--- src/rtl/quantpacker.sv ---
// quantpacker
//   Requantizes signed scaled products with a runtime arithmetic right shift
//   and round-half-up. It then saturates each result to a BQ-bit activation and
//   packs NPACK activations per output word into a 2-entry
//   first-word-fall-through FIFO.
//
// Build option:
//   QUANTPACKER_RELU_EN  when defined, negative results clamp to 0
//                        (saturation range [0, 2^(BQ-1)-1]).
//
// Ports:
//   clk        clock, all state on rising edge
//   clr        asynchronous active-high reset
//   cfg_shift  right-shift amount (0..BP-1), static while busy
//   in_valid   input value present
//   in_ready   stage accepts input this cycle
//   in_data    signed BP-bit scaled product
//   in_last    final value of a group, forces word emission
//   out_valid  packed word available
//   out_ready  consumer accepts word
//   out_data   packed word, lane 0 in bits [BQ-1:0]
//   out_last   word closes a group
//   busy       any value in pipeline, packer or FIFO
module quantpacker #(
    parameter int unsigned BP    = 48,
    parameter int unsigned BQ    = 8,
    parameter int unsigned NPACK = 4,
    parameter int unsigned BS    = 6
) (
    input  logic                  clk,
    input  logic                  clr,
    input  logic [BS-1:0]         cfg_shift,
    input  logic                  in_valid,
    output logic                  in_ready,
    input  logic [BP-1:0]         in_data,
    input  logic                  in_last,
    output logic                  out_valid,
    input  logic                  out_ready,
    output logic [NPACK*BQ-1:0]   out_data,
    output logic                  out_last,
    output logic                  busy
);

    localparam int unsigned CW = (NPACK > 1) ? $clog2(NPACK) : 1;
    localparam int unsigned WW = NPACK * BQ;

    localparam logic signed [BP:0] SatMax = (BP+1)'((1 << (BQ - 1)) - 1);
`ifdef QUANTPACKER_RELU_EN
    localparam logic signed [BP:0] SatMin = '0;
`else
    localparam logic signed [BP:0] SatMin = -SatMax - (BP+1)'(1);
`endif

    // Pipeline registers
    logic                 s1_v_q, s2_v_q, s3_v_q;
    logic                 s1_last_q, s2_last_q, s3_last_q;
    logic signed [BP:0]   s1_r_q, s2_q_q;
    logic [BQ-1:0]        s3_a_q;

    // Packer state
    logic [CW-1:0]        cnt_q;
    logic [WW-1:0]        lanes_q;

    // Output FIFO
    logic [WW-1:0]        mem_data_q [2];
    logic                 mem_last_q [2];
    logic                 wr_ptr_q, rd_ptr_q;
    logic [1:0]           count_q;

    logic                 adv, stall, word_done, push, pop, full;
    logic [WW-1:0]        word;
    logic signed [BP:0]   half, s1_r_d, s2_q_d;
    logic [BQ-1:0]        s3_a_d;

    // S1: add the rounding half-LSB at BP+1 bits so it cannot overflow.
    always_comb begin
        half = '0;
        if (cfg_shift != '0) begin
            half = (BP+1)'(1) << (cfg_shift - BS'(1));
        end
        s1_r_d = $signed({in_data[BP-1], in_data}) + half;
    end

    // S2: arithmetic shift
    assign s2_q_d = s1_r_q >>> cfg_shift;

    // S3: saturate
    always_comb begin
        if (s2_q_q > SatMax) begin
            s3_a_d = SatMax[BQ-1:0];
        end else if (s2_q_q < SatMin) begin
            s3_a_d = SatMin[BQ-1:0];
        end else begin
            s3_a_d = s2_q_q[BQ-1:0];
        end
    end

    // Word under construction with the S3 value inserted at the current lane.
    // Lanes above the counter are always zero because lanes_q clears on emission.
    always_comb begin
        word = lanes_q;
        for (int i = 0; i < int'(NPACK); i++) begin
            if (CW'(i) == cnt_q) begin
                word[i*BQ +: BQ] = s3_a_q;
            end
        end
    end

    assign word_done = s3_v_q && ((cnt_q == CW'(NPACK - 1)) || s3_last_q);
    assign full      = (count_q == 2'd2);
    assign pop       = out_valid && out_ready;
    assign stall     = word_done && full && !pop;
    assign adv       = !stall;
    assign push      = word_done && adv;
    assign in_ready  = adv;

    assign out_valid = (count_q != 2'd0);
    assign out_data  = out_valid ? mem_data_q[rd_ptr_q] : '0;
    assign out_last  = out_valid ? mem_last_q[rd_ptr_q] : 1'b0;
    assign busy      = s1_v_q || s2_v_q || s3_v_q || (cnt_q != '0) || (count_q != 2'd0);

    always_ff @(posedge clk or posedge clr) begin
        if (clr) begin
            s1_v_q    <= 1'b0;
            s2_v_q    <= 1'b0;
            s3_v_q    <= 1'b0;
            s1_last_q <= 1'b0;
            s2_last_q <= 1'b0;
            s3_last_q <= 1'b0;
            s1_r_q    <= '0;
            s2_q_q    <= '0;
            s3_a_q    <= '0;
        end else if (adv) begin
            s1_v_q    <= in_valid;
            s1_last_q <= in_last;
            s1_r_q    <= s1_r_d;
            s2_v_q    <= s1_v_q;
            s2_last_q <= s1_last_q;
            s2_q_q    <= s2_q_d;
            s3_v_q    <= s2_v_q;
            s3_last_q <= s2_last_q;
            s3_a_q    <= s3_a_d;
        end
    end

    always_ff @(posedge clk or posedge clr) begin
        if (clr) begin
            cnt_q   <= '0;
            lanes_q <= '0;
        end else if (adv && s3_v_q) begin
            if (word_done) begin
                cnt_q   <= '0;
                lanes_q <= '0;
            end else begin
                cnt_q   <= cnt_q + CW'(1);
                lanes_q <= word;
            end
        end
    end

    always_ff @(posedge clk or posedge clr) begin
        if (clr) begin
            for (int i = 0; i < 2; i++) begin
                mem_data_q[i] <= '0;
                mem_last_q[i] <= 1'b0;
            end
            wr_ptr_q <= 1'b0;
            rd_ptr_q <= 1'b0;
            count_q  <= 2'd0;
        end else begin
            if (push) begin
                mem_data_q[wr_ptr_q] <= word;
                mem_last_q[wr_ptr_q] <= s3_last_q;
                wr_ptr_q             <= ~wr_ptr_q;
            end
            if (pop) begin
                rd_ptr_q <= ~rd_ptr_q;
            end
            unique case ({push, pop})
                2'b10:   count_q <= count_q + 2'd1;
                2'b01:   count_q <= count_q - 2'd1;
                default: count_q <= count_q;
            endcase
        end
    end

endmodule

--- config.mk ---
export PLATFORM = sky130hd
export DESIGN_NAME = quantpacker
export DESIGN_NICKNAME = d
export VERILOG_FILES = /design/src/rtl/quantpacker.sv
export SDC_FILE = /design/constraint.sdc
export NUM_CORES = 1
export LEC_CHECK = 0
export BUFFER_PORTS_ARGS = -buffer_cell sky130_fd_sc_hd__buf_2
export CAP_MARGIN = 20
export CORE_UTILIZATION = 30
export DETAILED_ROUTE_END_ITERATION = 8
export GPL_TIMING_DRIVEN = 0
export SYNTH_ARGS = -nofsm -noshare
export SYNTH_HDL_FRONTEND = slang
export SYNTH_SLANG_ARGS = --single-unit
--- constraint.sdc ---
create_clock -name clk -period 14.1 [get_ports clk]
set_clock_uncertainty 0.2 [all_clocks]
set_input_delay 0.705 -clock clk [delete_from_list [all_inputs] [get_ports clk]]
set_output_delay 0.705 -clock clk [all_outputs]
set_load 0.005 [all_outputs]
[Yosys cells after proc, flatten, opt, wreduce, memory -nomap -nowiden]
Index checks and enable logic that the tools add are counted.
Word-level totals
  register bits: 216
  input port bits: 59
  output and inout port bits: 36
  logic and storage cells: 84
Operators by class
  add/subtract/negate cells: 5
  order comparisons: 5
  equality and inequality tests: 7
  shift operators: 2
  multiplexer cells: 24
  bitwise gates (word level): 4
  reductions and logical operators: 19
Operators by type and width (count)
  $mux W32: 6
  $bwmux W64: 1
  $add A48 B49 Y49: 1
  $gt A49 B8 Y1 const B: 1
  $lt A49 B8 Y1 const B: 1
  $mux W49: 1
  $shl A1 B6 Y49 const A: 1
  $sshr A49 B6 Y49: 1
  $mux W8: 6
  $demux W32 S1: 1
  $logic_and A1 B1 Y1: 7
  $eq A2 B2 Y1 const B: 3
  $reduce_bool A2 Y1: 3
  $reduce_bool A6 Y1: 1
  $sub A6 B1 Y6 const B: 1
  $logic_or A1 B1 Y1: 5
  $mux W1: 5
  $add A2 B1 Y2 const B: 2
  $eq A2 B2 Y1 const A: 2
  $ge A2 B2 Y1 const B: 2
  $not A1 Y2: 2
  $pmux W2 S2: 1
  $bwmux W2: 1
  $eq A1 B2 Y1 const A: 1
  other kinds (8): 10

[Depth between registers and ports, before layout]
  word-level depth: 9
  mapped depth: 18
  mapped depth without buffers: 15

[Worst setup path after synthesis]
OpenSTA, ideal clock, no wires.
  kind: input-to-reg
  start: input cfg_shift[1]
  end: register s1_r_q[42]
  setup time: 137 ps
  data arrival time: 4778 ps
  data required time: 13763 ps
  setup slack: 8985 ps
  stages on the path: 17
  buffers on the path: 5
  cells stage by stage: clkbuf_1 clkbuf_1 buf_1 clkbuf_1 nand3b_1 nor2_1 ha_1 buf_2 nand2_1 or4_1 nor3_2 a211oi_1 o41ai_4 a21boi_2 o41ai_4 mux2i_1 a21oi_1
On the way
  longest elaborated chain between the ends: 4
  elaborated cells between the ends (all ways): 5
  classes of those cells: add/sub: 2; shift: 1; mux: 1; reduce/logical: 1
Ends and longest elaborated chain
  start: declaration: RTL line 32  | input logic [BS-1:0] cfg_shift,
  $sub A6 B1 Y6: RTL line 79  | half = (BP+1)'(1) << (cfg_shift - BS'(1));
  $shl A1 B6 Y49: RTL line 79
  $mux W49 (*): RTL line 78  | if (cfg_shift != '0) begin
  $add A48 B49 Y49 (*): RTL line 81  | s1_r_d = $signed({in_data[BP-1], in_data}) + half;
  end signal: assignment: RTL line 136  | s1_r_q <= s1_r_d;
  end: declaration: RTL line 57  | logic signed [BP:0] s1_r_q, s2_q_q;
Every way passes the cells marked *; elsewhere a longest branch is shown, timed or not.
A chain may end at the register's enable or synchronous reset.

[Worst setup path in the final report]
  start: input cfg_shift[1]
  end: register s1_r_q[47]
Same word-level chain as after synthesis.

==> flow_metrics.env <==
export IMPL_outcome="finished, final reports clean"
export IMPL_power_leakage_uw=0.00752
export IMPL_synth_warnings=0
export IMPL_synth_distinct_cells=63
export IMPL_drt_total_wl_mm=48.0
export IMPL_cts_hold_buf=0
export IMPL_fp_dieH_um=224
export IMPL_power_density_nw_per_um2=151
export IMPL_ys_flop_type="dfrtp_1"
export IMPL_worstRegToRegCells=10
export IMPL_portBuffers=88
export IMPL_path_cells="clkbuf_1 > clkbuf_1 > buf_1 > clkbuf_1 > nand3b_1 > nor2_1 > ha_1 > a21oi_1 > and4b_1 > o211ai_1 > o31ai_1 > a31oi_1 > o21ai_0 > a21oi_1 > mux2i_1 > nand2_1"
export IMPL_synth_most_common_cell="nand2_1"
export IMPL_vias_per_cell=5.35
export IMPL_place_hpwl_mm=37.1
export IMPL_first_iter_violations=1202
export IMPL_async_reset_ff_share_pct=100
export IMPL_slowest_stage="o31ai_1"
export IMPL_root_buffer="clkbuf_16"
export IMPL_syn_num_nets=1860
export IMPL_synth_edf_count=0
export IMPL_timing_fmax_mhz=161
export IMPL_clk_pin_slew_ps=60
export IMPL_htreeDepth=1
export IMPL_cp_max_fo=10
export IMPL_ir_drop_mv=0.0786
export IMPL_synth_top_area_share_pct=36.7
export IMPL_p_total_uw=2540
export IMPL_synth_area_leaders="dfrtp_1, mux2i_1, nand2_1"
export IMPL_maxSlewViolCount=0
export IMPL_synth_seq_area_share_pct=36.7
export IMPL_fillCellCount=5021
export IMPL_die_w_um=224
export IMPL_drt_pass1_iter_count=6
export IMPL_r2r_start="cnt_q[0]"
export IMPL_ioPinCount=95
export IMPL_coreArea_um2=48000
export IMPL_cts_resized=0
export IMPL_grt_pass1_wl_mm=74.9
export IMPL_timing_rr_end="s1_r_q[0]"
export IMPL_critical_path_top_delay_family="compound AO/OA/AOI/OAI gates"
export IMPL_postCtsSetupBuffers=0
export IMPL_hold_viol_final=0
export IMPL_pre_cts_ws_ps=7440
export IMPL_synth_area_per_cell_um2=8.44
export IMPL_route_detailed_drc=0
export IMPL_finalCritPeriodShare_pct=44.0
export IMPL_slew_headroom_pct=32.6
export IMPL_synthTopCellsByCount="nand2_1, nor2_1, dfrtp_1"
export IMPL_netlist_area_um2=14700
export IMPL_clockBufferDepth=3
export IMPL_startpoint_type="input pin"
export IMPL_worst_endpoint_arrival_ps=6450
export IMPL_end_kind="flop"
export IMPL_fin_nets=1976
export IMPL_start_util_pct=30.7
export IMPL_clock_latency_ps=560
export IMPL_overflow=0
export IMPL_cts_inserted_buffers=24
export IMPL_grt_pass1_vias=12924
export IMPL_crit_top_cell="clkbuf_1"
export IMPL_cts_tree="yes"
export IMPL_post_drt_wl_per_cell_um=19.2
export IMPL_rows=80
export IMPL_antenna_left=0
export IMPL_setup_violations=0
export IMPL_rrSetupSlack_ps=10010
export IMPL_slowest_delay_ps=720
export IMPL_vias=13370
export IMPL_path_buf_inv=4
export IMPL_period_needed_ps=6210
export IMPL_cts_sinks=216
export IMPL_synthCells=1747
export IMPL_grt_max_degree=115
export IMPL_crit_type="in -> reg"
export IMPL_worst_slack_ps=7890
export IMPL_critPathRequiredTime_ps=14340
export IMPL_tns_ps=0
export IMPL_grtUsageTotal_pct=19.0
export IMPL_die_area_um2=50000
export IMPL_cap_violations=0
export IMPL_synth_largest_area_cell="dfrtp_1"
export IMPL_globalplace_congestion=0.994
export IMPL_worstHoldPathType="in -> async"
export IMPL_worst_pin_slew_ps=1000
export IMPL_syn2layout_area_growth_pct=14.6
export IMPL_drive_gt1_share_pct=10.3
export IMPL_antenna_found_initial=2
export IMPL_rsz0062_at_grt="false"
export IMPL_synth_seq_cells=216
cell type report:
type | instances | area, µm² | area share (%)
repair buffers | 90 | 479 | 2.84
inverters | 23 | 93.8 | 0.556
multi-input cells | 1375 | 8720 | 51.6
diodes | 1 | 2.50 | 0.0148
flip-flops and latches | 216 | 5410 | 32.0
well taps | 615 | 769 | 4.56
plain buffers | 133 | 527 | 3.12
clock inverters | 8 | 154 | 0.911
clock buffers | 36 | 736 | 4.36
how the worst max path moves through the flow:
stage	from	endpoint	slack (ps)	depth (start not counted)
detailed placement	cfg_shift[1]	s1_r_q[43]	7440	16
floorplan	clr	cnt_q[0]	7290	1
global placement	clr	mem_data_q[12]	5030	2
global route	cfg_shift[1]	s1_r_q[47]	7520	16
finish	cfg_shift[1]	s1_r_q[47]	7890	16
CTS	cfg_shift[1]	s1_r_q[47]	8000	16
cell usage in the layout, fill, tap and decap left out, types with 25 or more instances in the layout:
| master | count |
|---|---|
| mux4_2 | 30 |
| a21oi_1 | 169 |
| nand4_1 | 25 |
| mux2i_1 | 138 |
| nor2_1 | 220 |
| ha_1 | 53 |
| dfrtp_1 | 216 |
| nand2_1 | 275 |
| buf_2 | 91 |
| clkbuf_1 | 104 |
| a21o_1 | 28 |
| o21ai_0 | 175 |
| xnor2_1 | 28 |
metal layers:
metal  up-vias  track usage (%)  wire length, µm
met1      6494             25.8            21600
met4         4             4.37             1020
met5         -                0               26
li1       6399                -                -
met3        68             2.75             2510
met2       405             31.7            22800
cells by family (layout without fill, tap and decap cells):
family	count (synthesis)	count (layout)	share of synthesized area, %
simple gates	621	621	18.0
compound gates	469	469	18.6
flops	216	216	36.7
mux	181	181	15.0
buf+inv	156	290	4.16
fa+ha+maj	54	54	4.64
xor+xnor	50	50	2.97
other cells	0	1	0
power breakdown:
group	switching [µW]	internal [µW]	total [µW]
combinational	554	359	912
sequential	123	807	930
clock	266	433	700
registers in the layout, summed over array words and instances (netlist names):
signal and flops:
mem_data_q 64, s2_q_q 49, s3_v_q 1, s3_last_q 1, rd_ptr_q 1, s1_last_q 1
s3_a_q 8, mem_last_q 2, s2_last_q 1, lanes_q 32, count_q 2, s1_v_q 1
s1_r_q 49, cnt_q 2, wr_ptr_q 1, s2_v_q 1
metrics by stage:
step	area (µm²)	hold slack (ps)	utilization [%]	cells
6_report	16900	121	35.1	2497
5_1_grt	16900	203	35.1	2496
4_1_cts	16900	152	35.1	2496
3_5_place_dp	16000	260	33.3	2452
3_3_place_gp	15900	253	33.2	2450
2_1_floorplan	14700	235	-	1747
(Power assumes the default switching activity.)
